<file path="config.mk">
export PLATFORM = sky130hd
export DESIGN_NAME = ram_port_arbiter
export DESIGN_NICKNAME = d
export VERILOG_FILES = /design/src/rtl/ram_port_arbiter_pkg.sv /design/src/rtl/ram_port_arbiter_rr_pick.sv /design/src/rtl/ram_port_arbiter.sv
export SDC_FILE = /design/constraint.sdc
export NUM_CORES = 1
export LEC_CHECK = 0
export ABC_CLOCK_PERIOD_IN_PS = 5590
export BUFFER_PORTS_ARGS = -buffer_cell sky130_fd_sc_hd__buf_2
export CELL_PAD_IN_SITES_DETAIL_PLACEMENT = 1
export CELL_PAD_IN_SITES_GLOBAL_PLACEMENT = 2
export CORE_ASPECT_RATIO = 1.1
export CORE_UTILIZATION = 22
export DETAILED_ROUTE_END_ITERATION = 10
export PLACE_DENSITY = 0.85
export SYNTH_ARGS = -nofsm -noshare
export SYNTH_HDL_FRONTEND = slang
export SYNTH_SLANG_ARGS = --single-unit
</file>
<file path="constraint.sdc">
create_clock -name clk -period 5.59 [get_ports clk]
set_input_delay 1.118 -clock clk [delete_from_list [all_inputs] [get_ports clk]]
set_output_delay 1.118 -clock clk [all_outputs]
set_load 0.02 [all_outputs]
</file>
<file path="src/rtl/ram_port_arbiter_pkg.sv">
// Shared definitions for the sync_ram port arbiter: memory map constants and arbiter state encoding.
package ram_port_arbiter_pkg;

    localparam int ADDRESS_SIZE = 16;
    localparam int DATA_WIDTH   = 32;

    // Memory map as seen by the three requesters
    localparam int STATUS_ADDR  = 0;
    localparam int CONFIG_ADDR  = 1;
    localparam int A_OFFSET     = 2;
    localparam int B_OFFSET     = 10002;
    localparam int C_OFFSET     = 20002;

    typedef enum logic {
        S_IDLE  = 1'b0,
        S_OWNED = 1'b1
    } arb_state_t;

endpackage

</file>
<file path="src/rtl/ram_port_arbiter_rr_pick.sv">
// Combinational rotating-priority encoder: first set request at or after 'start', wrapping.
module ram_port_arbiter_rr_pick #(
    parameter int N  = 3,
    parameter int IW = 2
) (
    input  logic [N-1:0]  req,
    input  logic [IW-1:0] start,
    output logic [N-1:0]  gnt,
    output logic [IW-1:0] idx,
    output logic          any
);

    always_comb begin
        int k;
        gnt = '0;
        idx = '0;
        any = 1'b0;
        k   = 0;
        for (int i = 0; i < N; i++) begin
            k = (int'(start) + i) % N;
            if (!any && req[k]) begin
                gnt[k] = 1'b1;
                idx    = IW'(k);
                any    = 1'b1;
            end
        end
    end

endmodule

</file>
<file path="src/rtl/ram_port_arbiter.sv">
// Shares one single-port sync_ram between NUM_REQ requesters with rotating priority,
// bounded bursts, a registered memory command and read data steered back by a tag pipe.
module ram_port_arbiter #(
    parameter int NUM_REQ      = 3,
    parameter int ADDRESS_SIZE = 16,
    parameter int DATA_WIDTH   = 32,
    parameter int MAX_BURST    = 8
) (
    input  logic                            clk,
    input  logic                            reset,
    input  logic [NUM_REQ-1:0]              req,
    input  logic [NUM_REQ-1:0]              we,
    input  logic [NUM_REQ*ADDRESS_SIZE-1:0] addr,
    input  logic [NUM_REQ*DATA_WIDTH-1:0]   wdata,
    output logic [NUM_REQ-1:0]              gnt,
    output logic [NUM_REQ-1:0]              rvalid,
    output logic [DATA_WIDTH-1:0]           rdata,
    output logic [ADDRESS_SIZE-1:0]         mem_addr,
    output logic [DATA_WIDTH-1:0]           mem_Din,
    output logic                            mem_read,
    output logic                            mem_writeEn,
    input  logic [DATA_WIDTH-1:0]           mem_Dout
);

    import ram_port_arbiter_pkg::*;

    localparam int IW = (NUM_REQ > 1) ? $clog2(NUM_REQ) : 1;
    localparam int CW = $clog2(MAX_BURST + 1);

    arb_state_t          state, state_n;
    logic [IW-1:0]       owner, owner_n, ptr, ptr_n, owner_inc, pick_start, pick_idx, win;
    logic [CW-1:0]       count, count_n;
    logic [NUM_REQ-1:0]  own_mask, others, pick_req, pick_gnt, gnt_c;
    logic                pick_any, accept;
    logic                tag_valid;
    logic [IW-1:0]       tag_idx;

    assign own_mask   = NUM_REQ'(1) << owner;
    assign others     = req & ~own_mask;
    assign owner_inc  = (owner == IW'(NUM_REQ - 1)) ? '0 : owner + 1'b1;
    assign pick_start = (state == S_OWNED) ? owner_inc : ptr;
    assign pick_req   = (state == S_OWNED) ? others : req;

    ram_port_arbiter_rr_pick #(
        .N  (NUM_REQ),
        .IW (IW)
    ) u_pick (
        .req   (pick_req),
        .start (pick_start),
        .gnt   (pick_gnt),
        .idx   (pick_idx),
        .any   (pick_any)
    );

    always_ff @(posedge clk) begin
        if (reset) begin
            state <= S_IDLE;
            owner <= '0;
            ptr   <= '0;
            count <= '0;
        end else begin
            state <= state_n;
            owner <= owner_n;
            ptr   <= ptr_n;
            count <= count_n;
        end
    end

    // The owner keeps the port until its burst budget runs out while someone else waits;
    // when it lets go, the hand-over happens in the same cycle so the memory never idles.
    always_comb begin
        state_n = state;
        owner_n = owner;
        ptr_n   = ptr;
        count_n = count;
        gnt_c   = '0;
        win     = owner;
        accept  = 1'b0;
        case (state)
            S_IDLE: begin
                if (pick_any) begin
                    gnt_c   = pick_gnt;
                    win     = pick_idx;
                    accept  = 1'b1;
                    state_n = S_OWNED;
                    owner_n = pick_idx;
                    count_n = CW'(1);
                end
            end
            S_OWNED: begin
                if (req[owner] && ((count < CW'(MAX_BURST)) || !(|others))) begin
                    gnt_c  = own_mask;
                    win    = owner;
                    accept = 1'b1;
                    if (count < CW'(MAX_BURST))
                        count_n = count + 1'b1;
                end else if (pick_any) begin
                    gnt_c   = pick_gnt;
                    win     = pick_idx;
                    accept  = 1'b1;
                    owner_n = pick_idx;
                    count_n = CW'(1);
                    ptr_n   = owner_inc;
                end else begin
                    state_n = S_IDLE;
                    ptr_n   = owner_inc;
                end
            end
            default: state_n = S_IDLE;
        endcase
    end

    assign gnt = reset ? '0 : gnt_c;

    // Command register; the tag and rvalid stages follow a read through the RAM's one-cycle latency
    always_ff @(posedge clk) begin
        if (reset) begin
            mem_addr    <= '0;
            mem_Din     <= '0;
            mem_read    <= 1'b0;
            mem_writeEn <= 1'b0;
            tag_valid   <= 1'b0;
            tag_idx     <= '0;
            rvalid      <= '0;
        end else begin
            if (accept) begin
                mem_addr    <= addr[int'(win)*ADDRESS_SIZE +: ADDRESS_SIZE];
                mem_Din     <= wdata[int'(win)*DATA_WIDTH +: DATA_WIDTH];
                mem_read    <= ~we[win];
                mem_writeEn <= we[win];
            end else begin
                mem_addr    <= '0;
                mem_read    <= 1'b0;
                mem_writeEn <= 1'b0;
            end
            tag_valid <= accept & ~we[win];
            tag_idx   <= win;
            rvalid    <= tag_valid ? (NUM_REQ'(1) << tag_idx) : '0;
        end
    end

    assign rdata = mem_Dout;

endmodule

</file>
Word-level counts from Yosys, hierarchy flattened
Index checks and enable logic that the tools add are counted.
{"block": "totals", "register_bits": 63, "inputBits": 184, "output_inout_bits": 88, "wordCells": 100}
{"block": "op_classes", "n_addsub": 4, "div_mod_pow": 3, "magnitude_cmp": 9, "n_eq_ne": 2, "shift": 3, "muxes": 45, "n_bitwise": 10, "n_reduce_logical": 14}
{"cell": "$ge 32x1->1 const B", "n": 3}
{"cell": "$lt 32x4->1 const B", "n": 3}
{"cell": "$shiftx 96x8->32", "n": 1}
{"cell": "$mod 32x3->32 const B", "n": 2}
{"cell": "$shiftx 48x7->16", "n": 1}
{"cell": "$mod 3x3->32 const B", "n": 1}
{"cell": "$mux 3", "n": 7}
{"cell": "$mux 1", "n": 16}
{"cell": "$mux 2", "n": 7}
{"cell": "$mux 4", "n": 3}
{"cell": "$bmux 1 s2", "n": 5}
{"cell": "$pmux 4 s2", "n": 1}
{"cell": "$demux 1 s2", "n": 3}
{"cell": "$logic_and 1x1->1", "n": 6}
{"cell": "$lt 2x3->1 const B", "n": 2}
{"cell": "$or 3x3->3", "n": 2}
{"cell": "$pmux 3 s2", "n": 1}
{"cell": "$not 1->1", "n": 5}
{"cell": "$add 4x1->4 const B", "n": 1}
{"cell": "$lt 4x4->1 const B", "n": 1}
{"cell": "$pmux 2 s2", "n": 1}
{"cell": "$reduce_or 2->1", "n": 2}
{"cell": "$add 2x1->3 const B", "n": 1}
{"cell": "$add 2x2->3 const B", "n": 1}
{"cell": "other kinds (12)", "n": 14}

Logic depth before layout (Yosys ltp)
Gate-level depths: netlist (run 1).
{"block": "depth", "word_depth": 21, "depth_mapped": 14, "ltp_nobuf": 11}

Cells and area by module
From an unflattened synthesis (run 1), not the netlist that was laid out.
{"block": "hier_totals", "cells_unflattened": 481, "area_unflattened_um2": 4307.9}
{"mod": "ram_port_arbiter", "instances": 1, "cells_per_inst": 429, "area_per_inst_um2": 3926.3, "seq_area_each_um2": 1261.2}
{"mod": "ram_port_arbiter_rr_pick", "instances": 1, "cells_per_inst": 52, "area_per_inst_um2": 381.6, "seq_area_each_um2": 0.0}

Least setup slack after synthesis (run 1)
No wires, ideal clock.
{"block": "synth_path", "kind": "reg-to-output", "start": "register state", "end": "output port gnt[2]", "arrival_ps": 2937, "required_time_ps": 4472, "slack_ps": 1535, "stages_incl_launch_ff": 13, "path_buffers": 2, "cell_sequence": "dfxtp_1 > buf_4 > or3b_1 > a21boi_0 > ha_1 > clkbuf_1 > nand2_1 > and3_1 > o32ai_1 > nand3_1 > a21oi_1 > a211oi_1 > a211oi_1"}
{"block": "synth_via", "elab_chain_len": 16, "elab_cells_between_ends": 48, "classes_between": "add/sub (2); div (3); order compare (6); mux (27); bitwise (3); reduce/logical (7)"}
{"element": "from (decl)", "line": "ram_port_arbiter.sv:30", "source": "arb_state_t state, state_n;"}
{"element": "from (signal assigned)", "line": "ram_port_arbiter.sv:62", "source": "state <= state_n;"}
{"element": "parallel branches: the longest is 14 deep, another holds $mod 32x3->32"}
{"element": "$pmux 3 s2 *", "line": "ram_port_arbiter.sv:79", "source": "case (state)"}
{"element": "$mux 3 *", "line": "ram_port_arbiter.sv:113", "source": "assign gnt = reset ? '0 : gnt_c;"}
{"element": "to (decl)", "line": "ram_port_arbiter.sv:15", "source": "output logic [NUM_REQ-1:0] gnt,"}
Every way passes the cells marked *. The select of a mux whose other input is x is not followed.

==> flow_summary.ini, run 1 <==
[pwr]
internal-power_uw = 1900
p_clk_share_pct = 16.3
power.density_mw_per_mm2 = 732
peakVddDrop_mv = 0.244
p_leak_uw = 0.00251
p_sw_share_pct = 46.8
combPwrFrac_pct = 63.5
seqPwrFrac_pct = 20.2
switching_power_uw = 1680

[synthesis]
ys_types = 49
ys_seq_area_share_pct = 35.0
yosysWarnings = 0
syn_inst = 418
netlist_area_mm2 = 0.00360
yosysTopAreaCell = dfxtp_1
synth_top_cell_area_share_pct = 35.0
synth_ff_type = dfxtp_1
syn_avg_cell_area_um2 = 8.62
synth_seq_cells = 63
ys_async_sr_fraction_pct = 0
synth_nets = 607
synth_edf_count = 0
synthTopCellsByArea = dfxtp_1 35%, mux2i_1 14%, o221ai_1 7.8%

[sta]
slew_headroom_pct = 52.0
skew_ps = 5.99
slew_viol_final = 0
fin_crit_sh_pct = 82.0
fin_setup_tns_ps = 0
finalCriticalPeriod_ps = 4590
hold_viol = 0
max_slew.worst_pin.slew_ps = 720
clock.fmax_mhz = 218
setup_viol = 0
rsz0062_at_grt = no

[grt]
grt_pass1_wl_um = 19400
antenna_found_initial = 1
grt_pass1_vias = 3957
gr-total-overflow = 0
grt_max_degree = 33
gr-usage-all-layers_pct = 15.2

[clock_tree]
clock_latency_ps = 330
cts_buffer_depth = 2
cts_buffers = 9
cts_resized = 0
htreeDepth = 3
cts.clk_slew.worst_paths_ps = 50
post_cts_buffers = 0
cts_root_buf = clkbuf_16
cts_hold_buf = 0
cts.sinks = 63
cts_tree = built

[detailed_routing]
wl_per_cell_um = 16.1
met2WireLength_um = 6530
remaining_drc_errors = 0
top_layer = met4
num_vias = 3738
wl_met1_um = 5080
firstDrtPassIters = 4
dr_wl_met3_um = 838
wl_um = 12700
antenna_left = 0
via_per_inst = 4.74
first_iter_violations = 100

[floorplan]
rows = 48
fp.dieW_um = 124
dieArea_mm2 = 0.0169
start_util_pct = 22.7
fp.dieH_um = 136
ios = 272
core_mm2 = 0.0159

[final_layout]
drive_gt1_share_pct = 40.1
fillers = 1974
nNetsFinal = 772
syn_to_final_growth_pct = 35.6
finalCoreUtilization_pct = 30.8
final_area_mm2 = 0.00489
final_common_cell = buf_2
final_cell_mix = 207 x buf_2, 63 x dfxtp_1, 50 x mux2i_1, 45 x inv_1, 40 x nand2_1
insertedDiodeCount = 0

[place]
place_congestion = 0.858
port_buffers = 207
postPlaceCellArea_mm2 = 0.00458
dp_hpwl_um = 9740

[setup_path]
slowest_delay_ps = 610
slowest_stage = dfxtp_1
required_ps = 4470
end_kind = primary output
critPathKind = reg -> out
cp_top_family = compound AO/OA/AOI/OAI gates
start_kind = flop
worst-path-buf-inv = 2
crit_fanout = 13
crit_chain = or3b_1, a21boi_0, ha_1, inv_1, o32ai_1, o32ai_1, nand3_1, a21oi_1, a211oi_1, a211oi_1, buf_2
cp.arrival_ps = 3470

[worst_hold_path]
holdCritPathClass = reg -> reg

[status]
status = complete, no violations

[flow_run]
drv_cap = 0
[power by group through the flow]
stage	logic, uW	clock network (uW)	registers, uW
2_1_floorplan	1610	0	866
3_3_place_gp	2240	0	723
4_1_cts	2310	608	725
3_5_place_dp	2310	0	731
6_report	2270	583	724
5_1_grt	2480	626	745
[sequential cells by signal, summed over array words and instances, names as in the netlist]
register,cells
mem_Din,32
count,4
mem_addr,16
mem_writeEn,1
mem_read,1
rvalid,3
state,1
tag_valid,1
tag_idx,2
ptr,2
[tightest hold or removal path, cell delays in order, from the launching register on]
cell and delay (ps):
dfxtp_1 320, nand2_1 50, o221ai_1 60
[final cells by class]
type                    instances  area (um2)  share of cell area [%]
multi-input cells             251        1820                    37.1
clock inverters                 3        40.0                   0.819
repair buffers                213        1080                    22.1
inverters                      45         169                    3.46
clock buffers                  13         270                    5.53
well taps                     200         250                    5.12
flip-flops and latches         63        1260                    25.8
[final timing paths]
check,start,endpoint,slack [ps],cells after the start
worst min register to register,mem_Din[17]$_SDFFE_PP0P_,mem_Din[17]$_SDFFE_PP0P_,460,2
worst max register to register,tag_idx[1]$_SDFF_PP0_,mem_Din[13]$_SDFFE_PP0P_,1410,12
worst max-delay path,tag_idx[1]$_SDFF_PP0_,gnt[2],1000,11
worst min-delay path,mem_Din[17]$_SDFFE_PP0P_,mem_Din[17]$_SDFFE_PP0P_,460,2
[per-layer routing]
metal	vias to the layer above	global-route usage, %
met2	145	27.1
li1	1791	-
met4	0	6.94
met3	18	3.90
met1	1784	16.5
met5	-	0
[stage by stage]
stage | total power (uW) | instances | worst slack (ps) | hold WS, ps
floorplan | 2480 | 418 | 1530 | 452
global placement | 2960 | 772 | 1490 | 438
detailed placement | 3040 | 772 | 1350 | 447
CTS | 3640 | 788 | 981 | 461
global route | 3850 | 788 | 655 | 491
finish | 3580 | 788 | 1000 | 456
[cells in the mapped netlist, types with 3 or more instances]
master / count
dfxtp_1: 63
mux2i_1: 50
inv_1: 45
nand2_1: 40
buf_4: 34
o221ai_1: 32
a21oi_1: 25
o21ai_0: 24
buf_2: 15
nor2_1: 9
clkbuf_1: 7
nand3_1: 6
nor3_1: 6
a211oi_1: 5
ha_1: 5
nand2b_1: 4
o32ai_1: 4
a221oi_1: 3
and3_1: 3
nand4_1: 3
nor2b_1: 3
[kinds of logic (layout without fill, tap and decap cells)]
logic type	after synthesis	count (layout)	share of synthesized area (%)
mux	52	52	14.5
buf+inv	104	274	15.3
flops	63	63	35.0
fa+ha+maj	5	5	1.74
xor+xnor	1	1	0.243
simple gates	85	85	11.4
compound gates	108	108	21.8
Note: power is estimated with default switching activity, not from simulation.
==> run 2, diff against run 1 <==
Settings changed: ABC_AREA set to 1, ABC_CLOCK_PERIOD_IN_PS 5590 to 4790, CORE_UTILIZATION 22 to 20, PLACE_DENSITY 0.85 to 0.8.
Clock period 5.59 ns to 4.79 ns, I/O delays scaled along.
==> flow_summary.ini, run 2 <==
[detailed_routing]
antenna_left = 0
via_per_inst = 4.31
num_vias = 4841
wl_um = 16900
firstDrtPassIters = 4
wl_per_cell_um = 15.1
remaining_drc_errors = 0
first_iter_violations = 156

[final_layout]
top_regs = mem_Din x32, mem_addr x16, count x4
fillers = 2709
drive_gt1_share_pct = 29.1
syn_to_final_growth_pct = 29.8
largest_reg_flops = 32
final_common_cell = buf_2
multi_input_area_mm2 = 0.00231
nNetsFinal = 1020
regMostFlops = mem_Din
ff_latch_area_mm2 = 0.00126
final_cell_mix = 207 x buf_2, 125 x nand2_1, 98 x nand3_1, 81 x nor2_1, 69 x inv_1
final_area_mm2 = 0.00557

[synthesis]
syn_inst = 680
synth_top_family_by_area = simple AND/OR/NAND/NOR gates
synth_edf_count = 0
yosysWarnings = 0
synth_ff_type = dfxtp_1
netlist_area_mm2 = 0.00429
ys_async_sr_fraction_pct = 0
synth_nets = 869
synthTopCellsByArea = dfxtp_1 29%, nand3_1 11%, nand2_1 11%
synth_seq_cells = 63
synthAdderAreaFrac_pct = 1.46
yosysMostFrequentCell = nand2_1
synth_compound_area_share_pct = 12.0
synth_xor_area_share_pct = 0.204
ys_types = 25
muxShareOfSynthArea_pct = 0
yosys.area_share.simple_pct = 39.7
ys_seq_area_share_pct = 29.4
ys_top_cells_by_count = 126 x nand2_1, 98 x nand3_1, 81 x nor2_1
yosysTopAreaCell = dfxtp_1
synth_top_cell_area_share_pct = 29.4
syn_avg_cell_area_um2 = 6.31

[clock_tree]
cts_buffers = 9
clock_latency_ps = 330
cts_hold_buf = 0
cts.clk_slew.worst_paths_ps = 60
post_cts_buffers = 0
cts_tree = built
cts_buffer_depth = 2
cts.sinks = 63
htreeDepth = 3
cts_root_buf = clkbuf_16
cts_resized = 0

[grt]
gr-usage-all-layers_pct = 15.5
gr-total-overflow = 0
antenna_found_initial = 2
grt_max_degree = 65
grt_pass1_wl_um = 26700
grt_pass1_vias = 5089

[sta]
skew_ps = 8.50
rsz0062_at_grt = no
finalCriticalPeriod_ps = 3920
layout_setup_ws_ps = 867
fin_crit_sh_pct = 81.9
hold_viol = 0
slew_viol_final = 0
setup_viol = 0
slew_headroom_pct = 35.0
max_slew.worst_pin.slew_ps = 973
clock.fmax_mhz = 255
fin_setup_tns_ps = 0

[setup_path]
end_kind = primary output
crit_chain = nor2_1, nand2_1, nand2_1, inv_1, ha_1, inv_1, nand2_1, nand2_1, nand2_1, nand2_1, nor2_1, nand2_1, o221ai_1, nand2_1, a21oi_1, buf_2
required_ps = 3830
critPathKind = reg -> out
cp.arrival_ps = 2960
cp_top_family = simple AND/OR/NAND/NOR gates
cp_common_cell = nand2_1
slowest_stage = dfxtp_1
worst-path-buf-inv = 3
start_kind = flop
crit_fanout = 7
slowest_delay_ps = 390

[place]
pre_cts_slack_ps = 1130
place_congestion = 0.800
port_buffers = 207
postPlaceCellArea_mm2 = 0.00529
dp_hpwl_um = 12300

[status]
status = complete, no violations

[floorplan]
dieArea_mm2 = 0.0220
start_util_pct = 20.6
rows = 55
ios = 272
fp.dieW_um = 142
fp.dieH_um = 156
core_mm2 = 0.0208

[flow_run]
drv_cap = 0

[worst_hold_path]
holdCritPathClass = reg -> reg
-- run 2: cell types whose count changed in the layout (fill, tap and decap cells not counted), sizes merged, moves of 5 or more --
cell	before	now
nand2	40	133
o32ai	5	0
nand3	6	99
nor3	6	0
a21oi	25	57
nand3b	1	48
nor2	9	83
inv	45	71
o221ai	32	1
mux2i	50	0
o21ai	24	40
-- run 2: worst paths after layout --
check / from / endpoint / slack, ps / cells after the start
hold reg to reg: tag_valid$_SDFF_PP0_ / rvalid[1]$_SDFF_PP0_ / 460 / 2
setup / recovery: tag_idx[0]$_SDFF_PP0_ / gnt[0] / 870 / 16
setup reg to reg: tag_idx[0]$_SDFF_PP0_ / mem_Din[26]$_SDFFE_PP0P_ / 1190 / 16
hold / removal: tag_valid$_SDFF_PP0_ / rvalid[1]$_SDFF_PP0_ / 460 / 2
-- run 2: layout make-up --
type / count / area share [%]
multi-input combinational: 471 / 41.5
sequential: 63 / 22.7
timing repair buffer: 215 / 19.7
tap: 285 / 6.40
inverter: 71 / 4.79
clock buffer: 9 / 4.04
clock inverter: 7 / 0.876
antenna: 1 / 0.0449
-- run 2: routing by layer --
metal | GRT usage (%) | vias to the layer above | part of all wire [%]
met5 | 0 | - | 0.077
met4 | 4.30 | 2 | 1.1
met3 | 3.10 | 15 | 4.1
met2 | 27.7 | 106 | 50
met1 | 18.7 | 2251 | 44
li1 | - | 2467 | -
-- run 2: kinds of logic after synthesis --
logic type | count (synthesis)
compound gates | 101
simple gates | 364
xor+xnor | 1
fa+ha+maj | 5
buf+inv | 146
flops | 63
-- run 2: tightest hold or removal path, delay by kind of cell (launching register included) --
family,cells,cell delay (ps)
flip-flops,1,290
AND/OR/NAND/NOR,2,130
-- run 2: per-stage QoR --
step	util, %	hold WS (ps)	cells
finish	26.8	464	1122
global route	26.8	506	1122
CTS	26.8	469	1121
detailed placement	25.5	462	1105
global placement	25.5	473	1105
floorplan	-	446	680
Power of run 2 is left out: the tool's default activity adds up to more than one toggle a clock period on the data nets, which glitch-free logic cannot reach.
==> run 3, diff against run 2 <==
Settings changed: ABC_CLOCK_PERIOD_IN_PS 4790 to 3590, CORE_UTILIZATION 20 to 18, PLACE_DENSITY 0.8 to 0.76.
Clock period 4.79 ns to 3.59 ns, I/O delays scaled along.
==> flow_summary.ini, run 3 (same netlist as run 2, synthesis figures left out) <==
[setup_path]
crit_chain = nor2_2, nand2_1, nand2_2, inv_1, ha_2, inv_2, nand2_1, nand2_1, nand2_1, nand2_1, nor2_2, nand2_1, nand2_1, nand2_1, a21oi_1, buf_2
end_kind = primary output
critPathKind = reg -> out
start_kind = flop
worst-path-buf-inv = 3
slowest_stage = ha_2
cp_top_family = simple AND/OR/NAND/NOR gates
startpoint = tag_idx[0]$_SDFF_PP0_
required_ps = 2870
slowest_delay_ps = 380
cp.arrival_ps = 2610
crit_fanout = 7
cp_common_cell = nand2_1
r2r-start = tag_idx[0]$_SDFF_PP0_

[floorplan]
dieArea_mm2 = 0.0245
fp.dieH_um = 164
start_util_pct = 18.5
fp.dieW_um = 149
ios = 272
core_mm2 = 0.0231
rows = 58

[sta]
slew_viol_final = 0
clock.fmax_mhz = 301
slew_headroom_pct = 22.5
hold_viol = 0
finalCriticalPeriod_ps = 3320
fin_crit_sh_pct = 92.6
rsz0062_at_grt = no
fin_setup_tns_ps = 0
skew_ps = 9.90
max_slew.worst_pin.slew_ps = 1160
layout_setup_ws_ps = 265
setup_viol = 0

[clock_tree]
clock_latency_ps = 340
cts.sinks = 63
post_cts_buffers = 0
cts_root_buf = clkbuf_16
cts_resized = 0
cts_hold_buf = 0
cts_tree = built
htreeDepth = 3
cts.clk_slew.worst_paths_ps = 60
cts_buffers = 9
cts_buffer_depth = 2

[place]
pre_cts_slack_ps = 370
port_buffers = 207
dpl.cell_count = 1127
place_congestion = 0.766
dp_hpwl_um = 12800

[final_layout]
finalCoreUtilization_pct = 24.9
instances_no_fill = 1146
final_common_cell = buf_2
final_cell_mix = 207 x buf_2, 124 x nand2_1, 97 x nand3_1, 79 x nor2_1, 68 x inv_1
fillers = 2962
drive_gt1_share_pct = 30.6
nNetsFinal = 1027
ff_latch_area_mm2 = 0.00126
top_regs = mem_Din x32, mem_addr x16, count x4
regMostFlops = mem_Din
largest_reg_flops = 32
multi_input_area_mm2 = 0.00233
syn_to_final_growth_pct = 34.2

[status]
status = complete, no violations

[detailed_routing]
via_per_inst = 4.29
antenna_left = 0
num_vias = 4916
wl_per_cell_um = 15.3
wl_um = 17600
remaining_drc_errors = 0
first_iter_violations = 141
firstDrtPassIters = 4

[grt]
grt_max_degree = 36
gr-total-overflow = 0
grt_pass1_vias = 5176
gr-usage-all-layers_pct = 14.4
antenna_found_initial = 2
grt_pass1_wl_um = 27200

[worst_hold_path]
holdCritPathClass = reg -> reg
min-delay-start = tag_valid$_SDFF_PP0_

[flow_run]
drv_cap = 0
[run 3: cell count changes in the layout (fill, tap and decap cells not counted), sizes merged]
| cell | change |
|---|---|
| diode | +2 |
| buf | +7 |
| clkinvlp | -4 |
| bufinv | +3 |
| clkbuf | +1 |
[run 3: layout make-up]
cell class	count	share of cell area (%)
tap	300	6.52
inverter	71	4.63
clock inverter	6	2.02
antenna	3	0.130
multi-input combinational	471	40.4
sequential	63	21.9
timing repair buffer	222	20.2
clock buffer	10	4.15
[run 3: final timing paths]
check	end	slack, ps	cells after the start
min reg2reg	rvalid[1]$_SDFF_PP0_	500	2
max reg2reg	mem_Din[29]$_SDFFE_PP0P_	640	13
min	rvalid[1]$_SDFF_PP0_	500	2
max	gnt[2]	270	16
[run 3: routing by layer]
layer	vias to the layer above	share of wire [%]	track usage, %
met5	-	0	0
met4	0	2.4	6.82
met3	26	4.9	2.69
met2	114	50	25.2
met1	2284	43	16.9
li1	2492	-	-
[run 3: worst min-delay path, cell delays in order (launching register included)]
cell     delay (ps)
dfxtp_1         300
nand2_1         100
nor2_1           50
[run 3: stage by stage]
step	cell area, um2	hold WS, ps
6_report	5760	498
3_5_place_dp	5380	492
4_1_cts	5730	499
3_3_place_gp	5380	481
2_1_floorplan	4290	446
5_1_grt	5760	527
Power of run 3 is left out for the same reason.
